[src/rtl/alu_arbiter.sv]
// Two-requester round-robin front end for a single shared combinational ALU.
// Optional sticky flag accumulation is enabled by defining ALU_ARB_STICKY_FLAGS_EN.
module alu_arbiter #(
    parameter int N = 32
) (
    input  logic           clk,
    input  logic           rst,
    input  logic [1:0]     req_valid_i,
    output logic [1:0]     req_ready_o,
    input  logic [2*N-1:0] req_a_i,
    input  logic [2*N-1:0] req_b_i,
    input  logic [7:0]     req_op_i,
    output logic [1:0]     rsp_valid_o,
    input  logic [1:0]     rsp_ready_i,
    output logic [2*N-1:0] rsp_data_o,
    output logic [7:0]     rsp_flags_o,
    output logic [1:0]     rsp_err_o,
    output logic [N-1:0]   alu_a_o,
    output logic [N-1:0]   alu_b_o,
    output logic [3:0]     alu_control_o,
    input  logic [N-1:0]   alu_result_i,
    input  logic [3:0]     alu_flags_i,
    output logic           busy_o,
    output logic [3:0]     sticky_flags_o
);

    typedef enum logic [0:0] {
        IDLE = 1'b0,
        EXEC = 1'b1
    } state_t;

    // Opcodes above 9 have no ALU meaning and are answered with an error response.
    function automatic logic is_illegal_op(input logic [3:0] op);
        return (op > 4'd9);
    endfunction

    state_t         state_r;
    logic           last_grant_r;
    logic           owner_r;
    logic           illegal_r;
    logic           busy_r;
    logic [N-1:0]   alu_a_r;
    logic [N-1:0]   alu_b_r;
    logic [3:0]     alu_ctrl_r;
    logic [1:0]     rsp_valid_r;
    logic [2*N-1:0] rsp_data_r;
    logic [7:0]     rsp_flags_r;
    logic [1:0]     rsp_err_r;

    logic [1:0]     eligible_s;
    logic           grant_valid_s;
    logic           grant_idx_s;
    logic [1:0]     req_ready_s;
    logic [N-1:0]   sel_a_s;
    logic [N-1:0]   sel_b_s;
    logic [3:0]     sel_op_s;
    logic [1:0]     owner_oh_s;

    // A full response slot blocks its requester until the slot is drained.
    assign eligible_s = req_valid_i & ~rsp_valid_r;
    assign owner_oh_s = owner_r ? 2'b10 : 2'b01;

    // Round-robin grant decision and ready generation, only while idle.
    always_comb begin
        grant_valid_s = 1'b0;
        grant_idx_s   = 1'b0;
        req_ready_s   = 2'b00;
        if (state_r == IDLE) begin
            case (eligible_s)
                2'b01: begin
                    grant_valid_s = 1'b1;
                    grant_idx_s   = 1'b0;
                end
                2'b10: begin
                    grant_valid_s = 1'b1;
                    grant_idx_s   = 1'b1;
                end
                2'b11: begin
                    grant_valid_s = 1'b1;
                    grant_idx_s   = ~last_grant_r;
                end
                default: begin
                    grant_valid_s = 1'b0;
                    grant_idx_s   = 1'b0;
                end
            endcase
            if (grant_valid_s) begin
                req_ready_s = grant_idx_s ? 2'b10 : 2'b01;
            end else begin
                req_ready_s = 2'b00;
            end
        end else begin
            req_ready_s = 2'b00;
        end
    end

    // Operand mux for the granted requester.
    always_comb begin
        if (grant_idx_s) begin
            sel_a_s  = req_a_i[2*N-1:N];
            sel_b_s  = req_b_i[2*N-1:N];
            sel_op_s = req_op_i[7:4];
        end else begin
            sel_a_s  = req_a_i[N-1:0];
            sel_b_s  = req_b_i[N-1:0];
            sel_op_s = req_op_i[3:0];
        end
    end

    // Control FSM with ALU operand registers and per-requester response slots.
    always_ff @(posedge clk or posedge rst) begin
        if (rst) begin
            state_r      <= IDLE;
            last_grant_r <= 1'b1;
            owner_r      <= 1'b0;
            illegal_r    <= 1'b0;
            busy_r       <= 1'b0;
            alu_a_r      <= '0;
            alu_b_r      <= '0;
            alu_ctrl_r   <= 4'd0;
            rsp_valid_r  <= 2'b00;
            rsp_data_r   <= '0;
            rsp_flags_r  <= 8'h00;
            rsp_err_r    <= 2'b00;
        end else begin
            for (int k = 0; k < 2; k++) begin
                if (rsp_valid_r[k] && rsp_ready_i[k]) begin
                    rsp_valid_r[k]         <= 1'b0;
                    rsp_data_r[k*N +: N]   <= '0;
                    rsp_flags_r[k*4 +: 4]  <= 4'b0000;
                    rsp_err_r[k]           <= 1'b0;
                end
            end
            case (state_r)
                IDLE: begin
                    if (grant_valid_s) begin
                        state_r    <= EXEC;
                        busy_r     <= 1'b1;
                        owner_r    <= grant_idx_s;
                        alu_a_r    <= sel_a_s;
                        alu_b_r    <= sel_b_s;
                        illegal_r  <= is_illegal_op(sel_op_s);
                        // Keep the ALU on a harmless add for illegal opcodes.
                        alu_ctrl_r <= is_illegal_op(sel_op_s) ? 4'd0 : sel_op_s;
                    end else begin
                        state_r    <= IDLE;
                        busy_r     <= 1'b0;
                    end
                end
                EXEC: begin
                    state_r      <= IDLE;
                    busy_r       <= 1'b0;
                    last_grant_r <= owner_r;
                    for (int k = 0; k < 2; k++) begin
                        if (owner_oh_s[k]) begin
                            rsp_valid_r[k]        <= 1'b1;
                            rsp_data_r[k*N +: N]  <= illegal_r ? '0 : alu_result_i;
                            rsp_flags_r[k*4 +: 4] <= illegal_r ? 4'b0000 : alu_flags_i;
                            rsp_err_r[k]          <= illegal_r;
                        end
                    end
                end
                default: begin
                    state_r <= IDLE;
                    busy_r  <= 1'b0;
                end
            endcase
        end
    end

`ifdef ALU_ARB_STICKY_FLAGS_EN
    logic [3:0] sticky_r;

    // OR-accumulate flags of every legal operation, cleared only by reset.
    always_ff @(posedge clk or posedge rst) begin
        if (rst) begin
            sticky_r <= 4'b0000;
        end else if ((state_r == EXEC) && !illegal_r) begin
            sticky_r <= sticky_r | alu_flags_i;
        end else begin
            sticky_r <= sticky_r;
        end
    end

    assign sticky_flags_o = sticky_r;
`else
    assign sticky_flags_o = 4'b0000;
`endif

    assign req_ready_o   = req_ready_s;
    assign rsp_valid_o   = rsp_valid_r;
    assign rsp_data_o    = rsp_data_r;
    assign rsp_flags_o   = rsp_flags_r;
    assign rsp_err_o     = rsp_err_r;
    assign alu_a_o       = alu_a_r;
    assign alu_b_o       = alu_b_r;
    assign alu_control_o = alu_ctrl_r;
    assign busy_o        = busy_r;

endmodule
[config.mk]
export PLATFORM = sky130hd
export DESIGN_NAME = alu_arbiter
export DESIGN_NICKNAME = d
export VERILOG_FILES = /design/src/rtl/alu_arbiter.sv
export SDC_FILE = /design/constraint.sdc
export NUM_CORES = 1
export LEC_CHECK = 0
export ABC_AREA = 1
export ABC_CLOCK_PERIOD_IN_PS = 11020
export BUFFER_PORTS_ARGS = -buffer_cell sky130_fd_sc_hd__buf_2
export CORE_AREA = 2 2 127 129
export DETAILED_ROUTE_END_ITERATION = 16
export DIE_AREA = 0 0 129 131
export GPL_ROUTABILITY_DRIVEN = 1
export PLACE_DENSITY = 0.73
export SYNTH_ARGS = -nofsm -noshare
export SYNTH_HDL_FRONTEND = slang
export SYNTH_SLANG_ARGS = --single-unit
[constraint.sdc]
create_clock -name clk -period 11.02 [get_ports clk]
set_input_delay 2.204 -clock clk [delete_from_list [all_inputs] [get_ports clk]]
set_output_delay 2.204 -clock clk [all_outputs]
set_load 0.02 [all_outputs]
Word level (Yosys, flattened, before mapping)
Index checks and enable logic that the tools add are counted.
- magnitude comparators: 1
- equal/unequal tests: 3
- multiplexer cells: 38
- bitwise operators: 4
- reductions and logical operators: 4
- operators by type and width (cell ; count):
    $mux W32 ; 7
    $mux W64 ; 1
    $mux W4 ; 7
    $mux W1 ; 14
    $mux W2 ; 6
    $mux W8 ; 1
    $eq A2 B2 Y1 const B ; 2
    $gt A4 B4 Y1 const B ; 1
    $pmux W1 S2 ; 2
    $reduce_or A3 Y1 ; 1
    $and A2 B2 Y2 ; 1
    $eq A2 B1 Y1 const B ; 1
    $logic_and A1 B1 Y1 ; 2
    $not A1 Y1 ; 2
    $not A2 Y2 ; 1
    $reduce_and A2 Y1 ; 1
- bits in registers: 148
- logic and storage cells: 61

Longest topological paths before layout
- word-level depth: 9
- mapped depth: 10

Worst setup path after synthesis
No wires, ideal clock.
- path type: input to output
- start: input port req_valid_i[1]
- end: output port req_ready_o[0]
- data arrival time: 3.184 ns
- data required time: 8.816 ns
- setup slack: 5.632 ns
- cell stages on the path: 7
- path buffers: 1
- cell sequence: inv_1 nor2_4 inv_2 nand2_1 nand2_1 clkbuf_1 a21oi_1
- word-level cells in the longest chain between the ends: 7
- elaborated cells on any way between the ends: 12
- classes of those cells: 3 x eq/ne; 7 x mux; 1 x bitwise; 1 x reduce/logical
- ends and longest elaborated chain (item ; line ; source):
    from (decl) ; 8 ; input logic [1:0] req_valid_i,
    $and A2 B2 Y2 * ; 60 ; assign eligible_s = req_valid_i & ~rsp_valid_r;
    $eq A2 B2 Y1 or $eq A2 B1 Y1 (tied branches) ; 69 ; case (eligible_s)
    $pmux W1 S2 or $reduce_or A3 Y1 (tied branches) ; -- ;
    $mux W1, on equally long branches ; 68, 69 ;
    $mux W2 or $mux W1 (tied branches) ; 88, 68 ;
    $mux W2 * ; 87 ; if (grant_valid_s) begin
    $mux W2 * ; 68 ; if (state_r == IDLE) begin
    to (decl) ; 9 ; output logic [1:0] req_ready_o,
Every way passes the cells marked *; elsewhere a longest branch is shown, timed or not. The select of a mux whose other input is x is not followed.

Final worst setup path
- start: input port req_valid_i[1]
- end: output port req_ready_o[1]
The elaborated chain is that of the path after synthesis.

==> flow_summary.yaml <==
grt:
  grt_usage: 0.224
  gr-total-overflow: 0
  grt_start_max_net_pins: 81
  first_global_vias: 5772
  grt_pass1_wl_um: 29600
  grt_antenna_before_repair: 4
sta:
  skew_ns: 0.0122
  period_needed_ns: 5.81
  fmax_mhz: 172
  slew-limit-headroom: 0.340
  worst_pin_slew_ns: 0.991
  post-route-period-util: 0.528
  setup-violations-final: 0
  rsz0062_at_grt: "no"
  setup_tns_ns: 0
  hold_ws_ns: 0.469
  slew_viol_final: 0
  hold_viol_final: 0
placed_design:
  port_buffers: 324
  gp_congestion: 0.920
  dpl.hpwl_um: 13400
cts:
  htree_levels: 4
  ctsResizeCount: 0
  cts_root_buf: "clkbuf_16"
  cts_buffers: 17
  postCtsSetupBuffers: 0
  cts_tree: "built"
  cts_hold_buf: 0
  cts.sinks: 148
  clkLatencyLatePin_ns: 0.41
  cts_max_path_buffers: 2
  clk_pin_slew_ns: 0.06
detailed_routing:
  drt_iter0_markers: 319
  dr.pass1.iters: 5
  drc: 0
  via_count: 6170
  final_antenna_net_count: 0
  wl_per_cell_um: 15.5
  finalWirelength_um: 19200
  via_per_inst: 4.98
floorplan:
  boundaryPins: 329
  core_um2: 15600
  die_w_um: 129
  dieHeight_um: 131
  num_rows: 46
  die-area_um2: 16900
  start_util: 0.402
critical_path:
  worstSetupPathType: "primary input to primary output"
  critPathMaxFanout: 66
  rr_worst_depth: 8
  critPathCaptureType: "primary output"
  cp.arrival_ns: 3.61
  critPathLaunchType: "primary input"
  worstPathRequired_ns: 8.82
layout:
  nNetsFinal: 1183
  syn_to_final_growth_pct: 36.6
  n_fill_cell: 1482
  drive_above_1_share: 0.365
power_and_ir_drop:
  power_density_nw_per_um2: 318
  power_leakage_uw: 0.00453
  ir_drop_uv: 124
yosys:
  async_flop_share: 1.00
  ys.flop_type: "dfrtp_1"
  netlist-cell-type-count: 21
  syn_avg_cell_area_um2: 8.87
  synth.most_common_cell: "o21ai_0"
  netlist_area_um2: 6280
  synth_commonest_cells: "o21ai_0, dfrtp_1, nand2_1"
  synth.top_cells.by_area: "dfrtp_1, o21ai_0, nand2_1"
  synth_edf_count: 0
  ys_seq_elements: 148
  yosysSeqAreaShare: 0.590
  synth_warnings: 0
  synth_top_area_share: 0.586
  syn_inst: 708
  synth_top_area_cell: "dfrtp_1"
hold_path:
  worstHoldPathCells: 2
  worstHoldPathType: "flip-flop to flip-flop"
outcome:
  status: "complete, no violations"
job:
  maxCapViolations: 0
[path summary, 6_finish.rpt]
| path | startpoint | end | slack, ns |
|---|---|---|---|
| min in group asynchronous | rst | alu_a_o[31] | 1.88 |
| min | last_grant_r | last_grant_r | 0.47 |
| min reg2reg | last_grant_r | last_grant_r | 0.47 |
| max in group asynchronous | rst | owner_r | 7.70 |
| max reg2reg | busy_o | alu_control_o[0] | 8.91 |
| max | req_valid_i[1] | req_ready_o[1] | 5.21 |
[area by class of cell]
class,count,area [um^2],share of cell area
Antenna cell,4,10.0,0.00117
Clock buffer,21,450,0.0525
Clock inverter,11,150,0.0175
Inverter,15,61.3,0.00715
Multi-Input combinational cell,490,2240,0.261
Sequential cell,148,3700,0.432
Tap cell,216,270,0.0315
Timing Repair Buffer,333,1690,0.197
[logic make-up (layout without fill, tap and decap cells)]
| group | Yosys count | after routing | synth area share |
|---|---|---|---|
| AND/OR/NAND/NOR | 275 | 275 | 0.183 |
| buffers and inverters | 73 | 380 | 0.0564 |
| AO/OA/AOI/OAI | 211 | 211 | 0.170 |
| flip-flops | 148 | 148 | 0.590 |
| other | 1 | 8 | 0.000597 |
[layout by cell type (no fill, tap or decap), types with 2 or more instances in the layout]
cell	Yosys	layout
buf_2	14	324
o21ai_0	151	151
dfrtp_1	147	147
nand2_1	129	126
nand3_1	77	77
nor2_1	65	65
o21ai_1	58	58
clkbuf_16	0	17
inv_1	13	12
buf_4	4	9
diode_2	0	4
conb_1	1	4
nand2_2	0	3
inv_6	0	3
clkbuf_1	28	3
bufinv_16	0	3
inv_2	2	2
nand4_1	2	2
clkinv_4	0	2
clkinv_2	0	2
clkinvlp_4	0	2
[metrics by stage]
stage | utilization | cell area (um^2) | power, uW | worst slack (ns) | instances
6_report | 0.550 | 8570 | 2730 | 5.21 | 1238
4_1_cts | 0.549 | 8560 | 2750 | 5.22 | 1234
3_5_place_dp | 0.511 | 7960 | 2160 | 5.22 | 1202
2_1_floorplan | - | 6290 | 1730 | 4.84 | 711
3_3_place_gp | 0.511 | 7960 | 2130 | 5.22 | 1202
5_1_grt | 0.550 | 8570 | 2920 | 5.06 | 1238
[where the power goes]
group          switching [uW]  leakage (uW)  internal, uW
Sequential                135       0.00188           793
Clock                     224      0.000288           364
Combinational             843       0.00236           369
Total                    1200       0.00453          1530
[layer usage]
metal	track usage	up-vias	wire (um)
met5	0	-	0
met4	0.0972	0	523
met3	0.0627	37	1490
met2	0.369	269	9510
met1	0.277	2894	7660
li1	-	2970	-
[state kept, by name (all words and copies together), names as in the netlist]
name	flops
alu_a_o	32
alu_control_o	4
rsp_valid_o	2
last_grant_r	1
rsp_data_o	64
rsp_err_o	2
busy_o	1
rsp_flags_o	8
illegal_r	1
owner_r	1
alu_b_o	32
[worst max-delay path, stage by stage]
cell,delay [ns]
buf_2,0.08
inv_1,0.05
nor2_4,0.16
nand3_2,0.11
inv_2,0.69
buf_2,0.31
No activity file was read; power rests on OpenSTA's default activity.
